==> src/rtl/apb_regfile_slave.sv <==
// ---------------------------------------------------------------------------
// apb_regfile_slave
//   APB3 completer backing a bank of NUM_REGS read/write registers.
//   Features: programmable wait states, PSLVERR on bad accesses
//   (out-of-range index, or a write to a read-only register), and
//   per-register read-only protection through RO_MASK.
//
//   Optional feature macro: APB_PSTRB_EN
//     defined   -> PSTRB port exists; writes update only strobed byte lanes
//     undefined -> no PSTRB port; writes update the full word
//
// Ports:
//   pclk         in   bus clock, all state on the rising edge
//   prst         in   asynchronous active-high reset
//   PSEL         in   select
//   PENABLE      in   access phase
//   PWRITE       in   1 = write, 0 = read
//   PADDR        in   byte address [ADDR_WIDTH]
//   PWDATA       in   write data [DATA_WIDTH]
//   PSTRB        in   byte strobes [DATA_WIDTH/8] (APB_PSTRB_EN only)
//   PREADY       out  transfer complete (registered)
//   PRDATA       out  read data (registered, holds outside reads)
//   PSLVERR      out  error, meaningful only while PREADY = 1
//   dbg_state_o  out  current FSM state (0 = IDLE, 1 = WAIT, 2 = DONE)
//
// Handshake: a transfer starts with a setup cycle (PSEL=1, PENABLE=0),
// followed by access cycles with PSEL=1, PENABLE=1. The transfer completes
// on the rising edge where PSEL, PENABLE and PREADY are all 1; PRDATA and
// PSLVERR are valid during that cycle. Dropping PSEL during wait states
// abandons the transfer without a register write.
// ---------------------------------------------------------------------------
module apb_regfile_slave #(
    parameter int          ADDR_WIDTH  = 32,
    parameter int          DATA_WIDTH  = 32,
    parameter int          NUM_REGS    = 16,
    parameter int          WAIT_CYCLES = 0,
    parameter logic [31:0] RO_MASK     = 32'h0
) (
    input  logic                    pclk,
    input  logic                    prst,
    input  logic                    PSEL,
    input  logic                    PENABLE,
    input  logic                    PWRITE,
    input  logic [ADDR_WIDTH-1:0]   PADDR,
    input  logic [DATA_WIDTH-1:0]   PWDATA,
`ifdef APB_PSTRB_EN
    input  logic [DATA_WIDTH/8-1:0] PSTRB,
`endif
    output logic                    PREADY,
    output logic [DATA_WIDTH-1:0]   PRDATA,
    output logic                    PSLVERR,
    output logic [1:0]              dbg_state_o
);

    localparam int BYTES = DATA_WIDTH / 8;
    localparam int OFF   = $clog2(BYTES);
    localparam int IDX_W = (NUM_REGS > 1) ? $clog2(NUM_REGS) : 1;

    localparam logic [ADDR_WIDTH-1:0] NUM_REGS_A = ADDR_WIDTH'(NUM_REGS);
    localparam logic [3:0] WAIT_LAST =
        (WAIT_CYCLES > 0) ? 4'(WAIT_CYCLES - 1) : 4'd0;

    typedef enum logic [1:0] {
        S_IDLE = 2'd0,
        S_WAIT = 2'd1,
        S_DONE = 2'd2
    } state_t;

    state_t                  state_q, state_d;
    logic [3:0]              cnt_q, cnt_d;
    logic [IDX_W-1:0]        idx_q, idx_d;
    logic                    write_q, write_d;
    logic                    err_q, err_d;
    logic                    pready_q, pready_d;
    logic                    pslverr_q, pslverr_d;
    logic [DATA_WIDTH-1:0]   prdata_q, prdata_d;
    logic [DATA_WIDTH-1:0]   regs_q [NUM_REGS];

    // Address decode of the current bus address (used in the setup cycle)
    logic [ADDR_WIDTH-1:0]   addr_idx;
    logic                    setup;
    logic                    idx_oob;
    logic                    ro_hit;
    logic                    bad;
    logic                    err_next;
    logic                    wr_en;

    always_comb begin
        addr_idx = PADDR >> OFF;
        setup    = PSEL && !PENABLE;
        idx_oob  = (addr_idx >= NUM_REGS_A);
        ro_hit   = RO_MASK[addr_idx[4:0]];
        bad      = idx_oob || (PWRITE && ro_hit);
    end

    // -----------------------------------------------------------------------
    // FSM: state register
    // -----------------------------------------------------------------------
    always_ff @(posedge pclk or posedge prst) begin
        if (prst) begin
            state_q <= S_IDLE;
            cnt_q   <= 4'd0;
        end else begin
            state_q <= state_d;
            cnt_q   <= cnt_d;
        end
    end

    // -----------------------------------------------------------------------
    // FSM: next state and wait counter
    // -----------------------------------------------------------------------
    always_comb begin
        state_d = state_q;
        cnt_d   = 4'd0;
        case (state_q)
            S_IDLE: begin
                if (setup) begin
                    state_d = (WAIT_CYCLES > 0) ? S_WAIT : S_DONE;
                end
            end
            S_WAIT: begin
                if (!PSEL) begin
                    state_d = S_IDLE;
                end else if (cnt_q == WAIT_LAST) begin
                    state_d = S_DONE;
                end else begin
                    cnt_d = cnt_q + 4'd1;
                end
            end
            S_DONE: begin
                state_d = S_IDLE;
            end
            default: begin
                state_d = S_IDLE;
            end
        endcase
    end

    // -----------------------------------------------------------------------
    // FSM: outputs and transfer context (all registered below)
    // -----------------------------------------------------------------------
    always_comb begin
        idx_d    = idx_q;
        write_d  = write_q;
        err_d    = err_q;
        prdata_d = prdata_q;

        if (state_q == S_IDLE && setup) begin
            idx_d   = addr_idx[IDX_W-1:0];
            write_d = PWRITE;
            err_d   = bad;
            if (!PWRITE) begin
                prdata_d = bad ? '0 : regs_q[addr_idx[IDX_W-1:0]];
            end
        end

        // With no wait states the error is latched on the same edge that
        // enters DONE, so take it from the live decode in that case.
        err_next  = (state_q == S_IDLE) ? bad : err_q;
        pready_d  = (state_d == S_DONE);
        pslverr_d = (state_d == S_DONE) && err_next;
    end

    always_ff @(posedge pclk or posedge prst) begin
        if (prst) begin
            idx_q     <= '0;
            write_q   <= 1'b0;
            err_q     <= 1'b0;
            prdata_q  <= '0;
            pready_q  <= 1'b0;
            pslverr_q <= 1'b0;
        end else begin
            idx_q     <= idx_d;
            write_q   <= write_d;
            err_q     <= err_d;
            prdata_q  <= prdata_d;
            pready_q  <= pready_d;
            pslverr_q <= pslverr_d;
        end
    end

    // -----------------------------------------------------------------------
    // Register bank. The write lands on the completing edge of a good write.
    // -----------------------------------------------------------------------
    assign wr_en = (state_q == S_DONE) && PSEL && PENABLE && PWRITE &&
                   write_q && !err_q;

    always_ff @(posedge pclk or posedge prst) begin
        if (prst) begin
            for (int i = 0; i < NUM_REGS; i++) begin
                regs_q[i] <= '0;
            end
        end else if (wr_en) begin
`ifdef APB_PSTRB_EN
            for (int b = 0; b < BYTES; b++) begin
                if (PSTRB[b]) begin
                    regs_q[idx_q][b*8 +: 8] <= PWDATA[b*8 +: 8];
                end
            end
`else
            regs_q[idx_q] <= PWDATA;
`endif
        end
    end

    assign PREADY      = pready_q;
    assign PSLVERR     = pslverr_q;
    assign PRDATA      = prdata_q;
    assign dbg_state_o = state_q;

endmodule

==> config.mk <==
export PLATFORM = sky130hd
export DESIGN_NAME = apb_regfile_slave
export DESIGN_NICKNAME = d
export VERILOG_FILES = /design/src/rtl/apb_regfile_slave.sv
export SDC_FILE = /design/constraint.sdc
export NUM_CORES = 1
export LEC_CHECK = 0
export BUFFER_PORTS_ARGS = -buffer_cell sky130_fd_sc_hd__buf_4
export CAP_MARGIN = 20
export CELL_PAD_IN_SITES_DETAIL_PLACEMENT = 0
export CELL_PAD_IN_SITES_GLOBAL_PLACEMENT = 1
export CORE_MARGIN = 2
export CORE_UTILIZATION = 55
export DETAILED_ROUTE_END_ITERATION = 8
export PLACE_DENSITY = 0.91
export REMOVE_ABC_BUFFERS = 1
export SLEW_MARGIN = 10
export SYNTH_ARGS = -nofsm -noshare
export SYNTH_HDL_FRONTEND = slang
export SYNTH_SLANG_ARGS = --single-unit
==> constraint.sdc <==
create_clock -name pclk -period 46.4 [get_ports pclk]
set_input_delay 4.64 -clock pclk [delete_from_list [all_inputs] [get_ports pclk]]
set_output_delay 4.64 -clock pclk [all_outputs]
set_load 0.03 [all_outputs]
==> results of run 1 <==
synthesized netlist by cell type (all sizes together):
| master | count | share of area, % |
|---|---|---|
| nor2 | 11 | 0.17 |
| nand4b | 1 | 0.096 |
| a22oi | 64 | 1.9 |
| nor3 | 10 | 0.41 |
| nand2b | 5 | 0.13 |
| dfrtp | 558 | 57 |
| xor2 | 1 | 0.036 |
| mux2 | 517 | 24 |
| nor4b | 2 | 0.16 |
| inv | 4 | 0.061 |
| nand2 | 37 | 0.56 |
| mux4 | 128 | 12 |
| nor2b | 2 | 0.051 |
| and4b | 1 | 0.041 |
| nand4 | 1 | 0.025 |
| nand3 | 2 | 0.041 |
| a22o | 32 | 1.1 |
| clkbuf | 58 | 0.88 |
| a21boi | 1 | 0.030 |
| xnor2 | 1 | 0.036 |
| buf | 75 | 1.5 |
| ha | 2 | 0.10 |
| nor4 | 12 | 0.46 |
| or2 | 1 | 0.025 |
| o21bai | 2 | 0.061 |
| a21oi | 1 | 0.020 |
| and2 | 2 | 0.051 |
| o21ai | 2 | 0.041 |
worst max-delay path: stages:
cell      delay (ps)
buf_4             90
and4b_1          260
nand4b_4         500
nor4_4          1100
buf_4            580
mux2_2           400
area by class of cell:
class	instances	share of cell area (%)
inverters	4	0.0806
repair buffers	139	3.99
clock inverters	25	0.927
flip-flops and latches	558	50.0
well taps	592	2.65
clock buffers	76	5.75
multi-input cells	838	36.6
final timing paths:
| kind | from | end | slack, ps | cells after the start |
|---|---|---|---|---|
| max | PSEL | regs_q[397] | 39280 | 6 |
| min reg2reg | regs_q[102] | regs_q[102] | 480 | 1 |
| max in group asynchronous | prst | regs_q[510] | 40100 | 6 |
| min | regs_q[102] | regs_q[102] | 480 | 1 |
| min in group asynchronous | prst | PRDATA[8] | 4220 | 2 |
| max reg2reg | dbg_state_o[0] | regs_q[397] | 42890 | 5 |
layer usage:
layer  track usage (%)  vias to the layer above
met5                 0                        -
met4              7.98                        4
met3              3.83                      112
met2              37.6                      399
met1              37.5                     7584
li1                  -                     5867
cell families (layout without fill, tap and decap cells):
group | after synthesis | count (layout) | share of synthesized area (%)
DFF | 558 | 558 | 56.6
and+or+nand+nor | 87 | 87 | 2.21
buffers and inverters | 137 | 244 | 2.43
muxes | 645 | 645 | 35.3
xor gates and xnor gates | 2 | 2 | 0.0711
AOI/OAI and AO/OA | 102 | 102 | 3.24
adders and majority gates | 2 | 2 | 0.101
power groups by stage:
stage                     Clock (mW)  Combinational (mW)  Sequential [mW]
final                          0.458              0.0427            0.492
after global routing           0.486              0.0470            0.492
after CTS                      0.466              0.0430            0.492
after detailed placement           0              0.0427            0.500
after global placement             0              0.0414            0.500
after floorplan                    0              0.0177            0.500
flip-flops by register name (all words and copies together) (netlist names):
register     flops
PRDATA          32
PREADY           1
PSLVERR          1
cnt_q            4
dbg_state_o      2
err_q            1
idx_q            4
regs_q         512
write_q          1
==> impl_metrics.csv, run 1 <==
group,metric,value,unit
detailed_routing,maxUsedRoutingLayer,"met5",
clock_tree,cts_tree,"yes",
cells_and_area,final_cell_area,27900,µm²
detailed_routing,dr_wl_met2,26000,µm
clock_tree,cts_setup_buffers,0,
clock_tree,htree_levels,2,
logic_synthesis,postSynthCellCount,1533,
sta,hold_violations,0,
placement,gp_congestion,0.751,
detailed_routing,wl,56300,µm
sta,tightest_slew,1160,ps
detailed_routing,dr_wl_met3,3210,µm
detailed_routing,ant_nets,0,
pwr,sw_frac_of_total,22.4,%
sta,setup-violations-final,0,
clock_tree,cts_sinks,558,
global_route,grt_max_degree,181,
clock_tree,clk_pin_slew_worst_paths,60,ps
floorplanning,die-area,46500,µm²
flow_run,drv_cap,0,
placement,dp_hpwl,30700,µm
pwr,fin_total_pwr,992,µW
detailed_routing,drc,0,
global_route,grt_pass1_vias,14800,
cells_and_area,drive_gt1_share,52.9,%
pwr,p_per_area,35.5,nW/µm²
placement,io_buffers,102,
placement,dpl-instance-area,26000,µm²
floorplanning,die_x,216,µm
logic_synthesis,yosysUniqueCellTypes,33,
sta,period_share,15.4,%
floorplanning,row_count,77,
clock_tree,clockBufferDepth,3,
sta,rsz0062_at_grt,"no",
cells_and_area,most-common-layout-cells,"dfrtp_1 (558), mux2_2 (481), buf_4 (133), mux4_2 (128), a22oi_1 (64)",
sta,slew_headroom,22.4,%
cells_and_area,seqCellArea,14000,µm²
detailed_routing,wl_per_cell,25.2,µm
sta,skew,11.6,ps
pwr,ir_worst_vdd,0.0255,mV
floorplanning,core,44200,µm²
floorplanning,start_util,55.7,%
detailed_routing,first_pass_iters,5,
floorplanning,die_height,216,µm
cells_and_area,fin_util,63.2,%
sta,maxSlewViolCount,0,
sta,setup_ws,39280,ps
clock_tree,cts-resized-gates,0,
sta,whs,485,ps
global_route,grt_use_total,24.9,%
setup_path,path_class,"in -> reg",
floorplanning,io_pins,105,
sta,setup_tns,0,ps
sta,finalCriticalPeriod,7120,ps
placement,place_inst,2129,
logic_synthesis,syn-cell-area,24700,µm²
cells_and_area,final_nets,1668,
clock_tree,cts_made_buffers,56,
setup_path,crit_path_start_kind,"input port",
placement,dp_slack,38700,ps
pwr,pwr-share-clk,46.1,%
global_route,grt-ovfl-total,0,
cells_and_area,multi_input_area,10200,µm²
pwr,leakage,13.7,nW
cells_and_area,finalNonFillerCells,2232,
logic_synthesis,yosys_register_bits,558,
cells_and_area,final_common_cell,"dfrtp_1",
clock_tree,ctsHoldBuffers,0,
pwr,combPwrFrac,4.3,%
min_path,hold_class,"reg -> reg",
cells_and_area,fillers,3089,
global_route,grt_pass1_wl,88500,µm
setup_path,crit_required,46880,ps
logic_synthesis,ys_warn_count,0,
logic_synthesis,yosysSeqAreaShare,56.6,%
detailed_routing,wl_met1,25600,µm
logic_synthesis,synth.avg_cell_area,16.1,µm²
setup_path,cp_data_arrival_time,7600,ps
cells_and_area,diodes,0,
detailed_routing,drt_iter0_drc,1189,
cells_and_area,area_growth,13.3,%
setup_path,cp-end-kind,"register",
pwr,p_int,770,µW
clock_tree,worstSkewPairLatency,600,ps
pwr,p_seq_share,49.6,%
sta,fmax,0.140,GHz
clock_tree,cts-root-buf,"clkbuf_16",
pwr,power.switching,222,µW
status,status,"completed",
setup_path,cp_max_fo,22,
detailed_routing,num_vias,14000,
detailed_routing,drt-vias-per-instance,6.26,
global_route,antenna_found_initial,2,
Power figures use the tool's default switching activity.
==> inputs of run 2 (changes only) <==
Settings changed: ABC_AREA from default to 1, CORE_UTILIZATION 55 to 42, PLACE_DENSITY 0.91 to 0.85.
Clock period 46.4 ns to 5.8 ns, I/O delays scaled along.
==> run 2 against run 1 <==
Setup slack worse by 36000 ps. First-iteration DRC count up 100%. Non-clock buffer count down 6. Total power rose to 8.6 times the previous value. Critical path depth up 3. Critical path type unchanged.
==> impl_metrics.csv, run 2 <==
group,metric,value,unit
global_route,antenna_found_initial,0,
logic_synthesis,synth-edff-count,0,
detailed_routing,num_vias,20900,
clock_tree,htree_levels,2,
setup_path,startpoint,"PADDR[2]",
global_route,use_met3,3.04,%
sta,whs,334,ps
sta,maxSlewViolCount,0,
floorplanning,row_count,88,
setup_path,ff2ff_path_depth,9,
cells_and_area,diodes,0,
setup_path,reg2reg_to,"PRDATA[8]",
global_route,grt_pass1_vias,19700,
clock_tree,cts_tree,"yes",
logic_synthesis,synth_top_cell_by_area,"dfrtp_1",
logic_synthesis,synth_flop_cell,"dfrtp_1",
setup_path,cp_max_fo,129,
logic_synthesis,synth_top_area_share,56.4,%
cells_and_area,regMostFlops,"regs_q",
clock_tree,cts_sinks,558,
clock_tree,worstSkewPairLatency,620,ps
cells_and_area,multi_input_area,9580,µm²
status,status,"completed",
sta,fmax,0.363,GHz
cells_and_area,seqCellArea,14000,µm²
min_path,hold_depth,4,
sta,hold_violations,0,
detailed_routing,drt_iter0_drc,2402,
sta,skew,9.80,ps
global_route,gr-usage-met2,37.8,%
clock_tree,cts-resized-gates,0,
pwr,leakage,12.8,nW
placement,io_buffers,102,
logic_synthesis,postSynthCellCount,3027,
logic_synthesis,yosysMostFrequentCell,"nand2_1",
logic_synthesis,ys_warn_count,0,
clock_tree,clockBufferDepth,3,
cells_and_area,final_common_cell,"nand2_1",
setup_path,cp-endpoint,"PRDATA[8]",
cells_and_area,most-common-layout-cells,"nand2_1 (1105), dfrtp_1 (558), nand3_1 (483), o21ai_1 (335), o21ai_0 (183)",
detailed_routing,wl_per_cell,18.7,µm
logic_synthesis,synth_top_cells_by_count,"nand2_1 (1106), dfrtp_1 (558), nand3_1 (484)",
global_route,use_met1,33.0,%
placement,gp_congestion,0.754,
sta,period_share,47.5,%
logic_synthesis,yosysSeqAreaShare,56.4,%
logic_synthesis,syn-cell-area,24700,µm²
detailed_routing,wl,71100,µm
clock_tree,cts_setup_buffers,0,
pwr,fin_total_pwr,8.51,mW
detailed_routing,drt-vias-per-instance,5.50,
floorplanning,core,57900,µm²
cells_and_area,largest_reg_flops,512,
cells_and_area,final_cell_area,27900,µm²
setup_path,r2r_setup_slack,3060,ps
flow_run,drv_cap,0,
global_route,grt-ovfl-total,0,
sta,setup_tns,0,ps
setup_path,crit_path_start_kind,"input port",
cells_and_area,area_growth,12.6,%
logic_synthesis,synth.avg_cell_area,8.17,µm²
setup_path,cp_data_arrival_time,3310,ps
detailed_routing,ant_nets,0,
global_route,grt_max_degree,166,
setup_path,cp-end-kind,"register",
clock_tree,ctsHoldBuffers,1,
global_route,grt_use_total,23.4,%
setup_path,crit_required,6360,ps
floorplanning,io_pins,105,
logic_synthesis,synth_area_leaders,"dfrtp_1 (56%), nand2_1 (17%), nand3_1 (9.8%), o21ai_1 (6.8%), o21ai_0 (3.7%)",
sta,setup-violations-final,0,
sta,setup_ws,3040,ps
setup_path,r2r-start,"dbg_state_o[1]",
clock_tree,clk_pin_slew_worst_paths,60,ps
global_route,grt_pass1_wl,111000,µm
min_path,hold_class,"in -> reg",
detailed_routing,first_pass_iters,6,
setup_path,path_class,"in -> reg",
pwr,p_per_area,306,nW/µm²
cells_and_area,drive_gt1_share,8.52,%
pwr,ir_worst_vdd,0.240,mV
sta,slew_headroom,26.4,%
logic_synthesis,ys_async_sr_fraction,100,%
floorplanning,die-area,60900,µm²
sta,rsz0062_at_grt,"no",
logic_synthesis,yosysUniqueCellTypes,26,
global_route,busiest_layer,"met2",
placement,dpl-instance-area,25800,µm²
floorplanning,die_x,247,µm
cells_and_area,final_nets,3052,
placement,dp_slack,2470,ps
sta,tightest_slew,1100,ps
logic_synthesis,yosys_register_bits,558,
placement,dp_hpwl,34900,µm
clock_tree,cts-root-buf,"clkbuf_16",
floorplanning,die_height,247,µm
clock_tree,cts_made_buffers,60,
floorplanning,start_util,42.7,%
cells_and_area,fillers,5586,
sta,finalCriticalPeriod,2760,ps
detailed_routing,drc,0,
## run 2: cell count changes in the layout (fill, tap and decap cells not counted), sizes merged, moves of 64 or more
cell	before	now
a22oi	64	0
mux2	517	0
mux4	128	0
nand2	37	1115
nand3	2	491
o21ai	2	518
## run 2: metal layers
metal  vias to the layer above  share of wire, %
met5                         -                 0
met4                         0               2.6
met3                       137               7.3
met2                       783                46
met1                     10100                44
li1                       9839                 -
## run 2: logic make-up after synthesis
| family | count (synthesis) | share of synthesized area [%] |
|---|---|---|
| XOR/XNOR | 1 | 0.0354 |
| flip-flops | 558 | 56.4 |
| AO/OA/AOI/OAI | 523 | 10.6 |
| buffers and inverters | 306 | 4.94 |
| AND/OR/NAND/NOR | 1637 | 27.9 |
| adder cells (fa/ha/maj) | 2 | 0.101 |
## run 2: final cells by class
| type | instances | share of cell area, % |
|---|---|---|
| sequential | 558 | 50.1 |
| multi-input combinational | 2163 | 34.4 |
| clock buffer | 92 | 6.43 |
| timing repair buffer | 133 | 3.91 |
| tap | 765 | 3.43 |
| inverter | 65 | 0.929 |
| clock inverter | 18 | 0.813 |
## run 2: stage by stage
step | utilization [%] | cells
after floorplan | - | 2786
after global placement | 44.6 | 3682
after detailed placement | 44.6 | 3682
after CTS | 48.1 | 3793
after global routing | 48.1 | 3794
final | 48.1 | 3794
## run 2: worst min-delay path by stage
stage               startpoint         end  slack [ps]
global placement      cnt_q[0]    cnt_q[0]         460
floorplan             cnt_q[0]    cnt_q[0]         450
CTS                    PENABLE    idx_q[3]         310
detailed placement  PRDATA[28]  PRDATA[28]         470
finish                 PENABLE    idx_q[1]         330
global route           PENABLE    idx_q[1]         350
## run 2: power by group
part           internal [mW]  total, mW  switching (mW)
combinational          0.158      0.571           0.413
sequential              3.99       4.04          0.0545
clock                   2.34       3.90            1.56
total                   6.48       8.51            2.03
## run 2: worst max-delay path, cell delays in order
cell and delay (ps):
clkbuf_8 310, inv_6 980, buf_12 580, nand2_1 110, nand3_1 100, nand3_1 100
nand3_1 120, nand3_1 130, nand2_1 110
==> inputs of run 3 (changes only) <==
Clock period 5.8 ns to 2.2 ns, I/O delays scaled along.
==> run 3 against run 2 <==
Die area unchanged. Utilization up 1.0 points. Total power rose to 2.6 times the previous value. Design area up 2.1%. Critical endpoint is now regs_q[271].
==> impl_metrics.csv, run 3 (synthesized netlist as in run 2, its figures left out) <==
group,metric,value,unit
status,status,"completed",
setup_path,r2r-start,"err_q",
floorplanning,io_pins,105,
global_route,grt-ovfl-total,0,
global_route,grt_max_degree,114,
setup_path,path_class,"reg -> reg",
detailed_routing,dr_wl_met2,33200,µm
clock_tree,cts_made_buffers,59,
sta,hold_violations,0,
cells_and_area,regMostFlops,"regs_q",
sta,fmax,0.499,GHz
detailed_routing,drt_iter0_drc,2316,
cells_and_area,final_nets,3094,
setup_path,cp_max_fo,36,
setup_path,ff2ff_path_depth,9,
pwr,ir_worst_vdd,0.660,mV
clock_tree,cts_sinks,558,
detailed_routing,drt-vias-per-instance,5.49,
cells_and_area,most-common-layout-cells,"nand2_1 (1105), dfrtp_1 (558), nand3_1 (483), o21ai_1 (335), o21ai_0 (183)",
global_route,antenna_found_initial,0,
clock_tree,clockBufferDepth,3,
sta,period_share,91.1,%
global_route,grt_pass1_vias,20100,
clock_tree,cts-resized-gates,0,
detailed_routing,dr_wl_met3,5110,µm
floorplanning,die_x,247,µm
setup_path,cp_data_arrival_time,2480,ps
setup_path,crit_path_start_kind,"register",
clock_tree,htree_levels,2,
sta,slew_headroom,47.8,%
min_path,hp-start,"PSEL",
detailed_routing,wl,71400,µm
detailed_routing,num_vias,21000,
cells_and_area,final_common_cell,"nand2_1",
pwr,fin_total_pwr,22.5,mW
clock_tree,cts_tree,"yes",
cells_and_area,finalNonFillerCells,3833,
min_path,hold_class,"in -> reg",
sta,setup_tns,0,ps
placement,place_inst,3726,
floorplanning,row_count,88,
flow_run,drv_cap,0,
setup_path,cp-end-kind,"register",
sta,maxSlewViolCount,0,
min_path,hold_depth,4,
detailed_routing,maxUsedRoutingLayer,"met4",
floorplanning,start_util,42.7,%
sta,tightest_slew,782,ps
clock_tree,clk_pin_slew_worst_paths,60,ps
detailed_routing,wl_met1,31400,µm
detailed_routing,ant_nets,0,
min_path,whs_endpoint,"cnt_q[1]",
cells_and_area,area_growth,15.0,%
sta,whs,55.5,ps
floorplanning,die-area,60900,µm²
detailed_routing,first_pass_iters,7,
detailed_routing,drc,0,
sta,finalCriticalPeriod,2000,ps
cells_and_area,fillers,5547,
cells_and_area,largest_reg_flops,512,
pwr,p_per_area,790,nW/µm²
cells_and_area,diodes,0,
floorplanning,die_height,247,µm
sta,rsz0062_at_grt,"no",
detailed_routing,wl_per_cell,18.6,µm
clock_tree,cts_setup_buffers,0,
placement,io_buffers,102,
setup_path,crit_required,2680,ps
setup_path,reg2reg_to,"regs_q[271]",
placement,dp_hpwl,38500,µm
cells_and_area,drive_gt1_share,9.68,%
sta,skew,16.7,ps
clock_tree,worstSkewPairLatency,620,ps
clock_tree,cts-root-buf,"clkbuf_16",
placement,gp_congestion,0.757,
floorplanning,core,57900,µm²
global_route,grt_use_total,23.7,%
setup_path,r2r_setup_slack,200,ps
pwr,leakage,13.1,nW
global_route,grt_pass1_wl,113000,µm
sta,setup-violations-final,0,
-- run 3: timing repair --
item                                    in CTS  in global routing
hold endpoints to repair                   125                  0
hold buffers                                 1                  0
endpoints found under the setup margin       0                  0
-- run 3: per-layer routing --
layer  GRT usage, %  up-vias
met4           6.27        0
met5              0        -
li1               -     9926
met3           3.72      117
met1           32.9    10200
met2           38.8      791
-- run 3: worst max path at each step --
| stage | startpoint | end | slack (ps) | cells after the start |
|---|---|---|---|---|
| floorplan | prst | PRDATA[0] | -13620 | 1 |
| global route | err_q | regs_q[283] | 60 | 9 |
| global placement | err_q | regs_q[286] | 270 | 9 |
| CTS | err_q | regs_q[313] | 210 | 9 |
| detailed placement | dbg_state_o[0] | regs_q[308] | 240 | 9 |
| finish | err_q | regs_q[271] | 200 | 9 |
-- run 3: power by group --
part           switching [mW]  internal (mW)  total (mW)
registers               0.147           10.5        10.7
clock network            4.08           6.15        10.2
logic                    1.11          0.491        1.60
total                    5.34           17.2        22.5
-- run 3: through the flow --
step	setup slack, ps	instance area [µm²]	util (%)
3_3_place_gp	274	26500	45.7
5_1_grt	64.9	28500	49.1
2_1_floorplan	-13620	23800	-
6_report	197	28500	49.1
4_1_cts	207	28500	49.1
3_5_place_dp	242	26500	45.7
-- run 3: layout make-up --
cell class	count	area, µm²	share of cell area (%)
clock buffer	96	1850	6.49
clock inverter	10	153	0.536
inverter	65	259	0.910
multi-input combinational	2163	9580	33.6
sequential	558	14000	49.1
tap	765	957	3.36
timing repair buffer	176	1710	5.99
-- run 3: critical path, stage by stage, from the launching register on --
cell and delay (ps):
dfrtp_1 390, inv_1 70, nand3_1 160, nor2_8 290, nand2_4 120, nor2_8 150
nand2_2 240, buf_12 280, nand2_1 80, o21ai_1 70
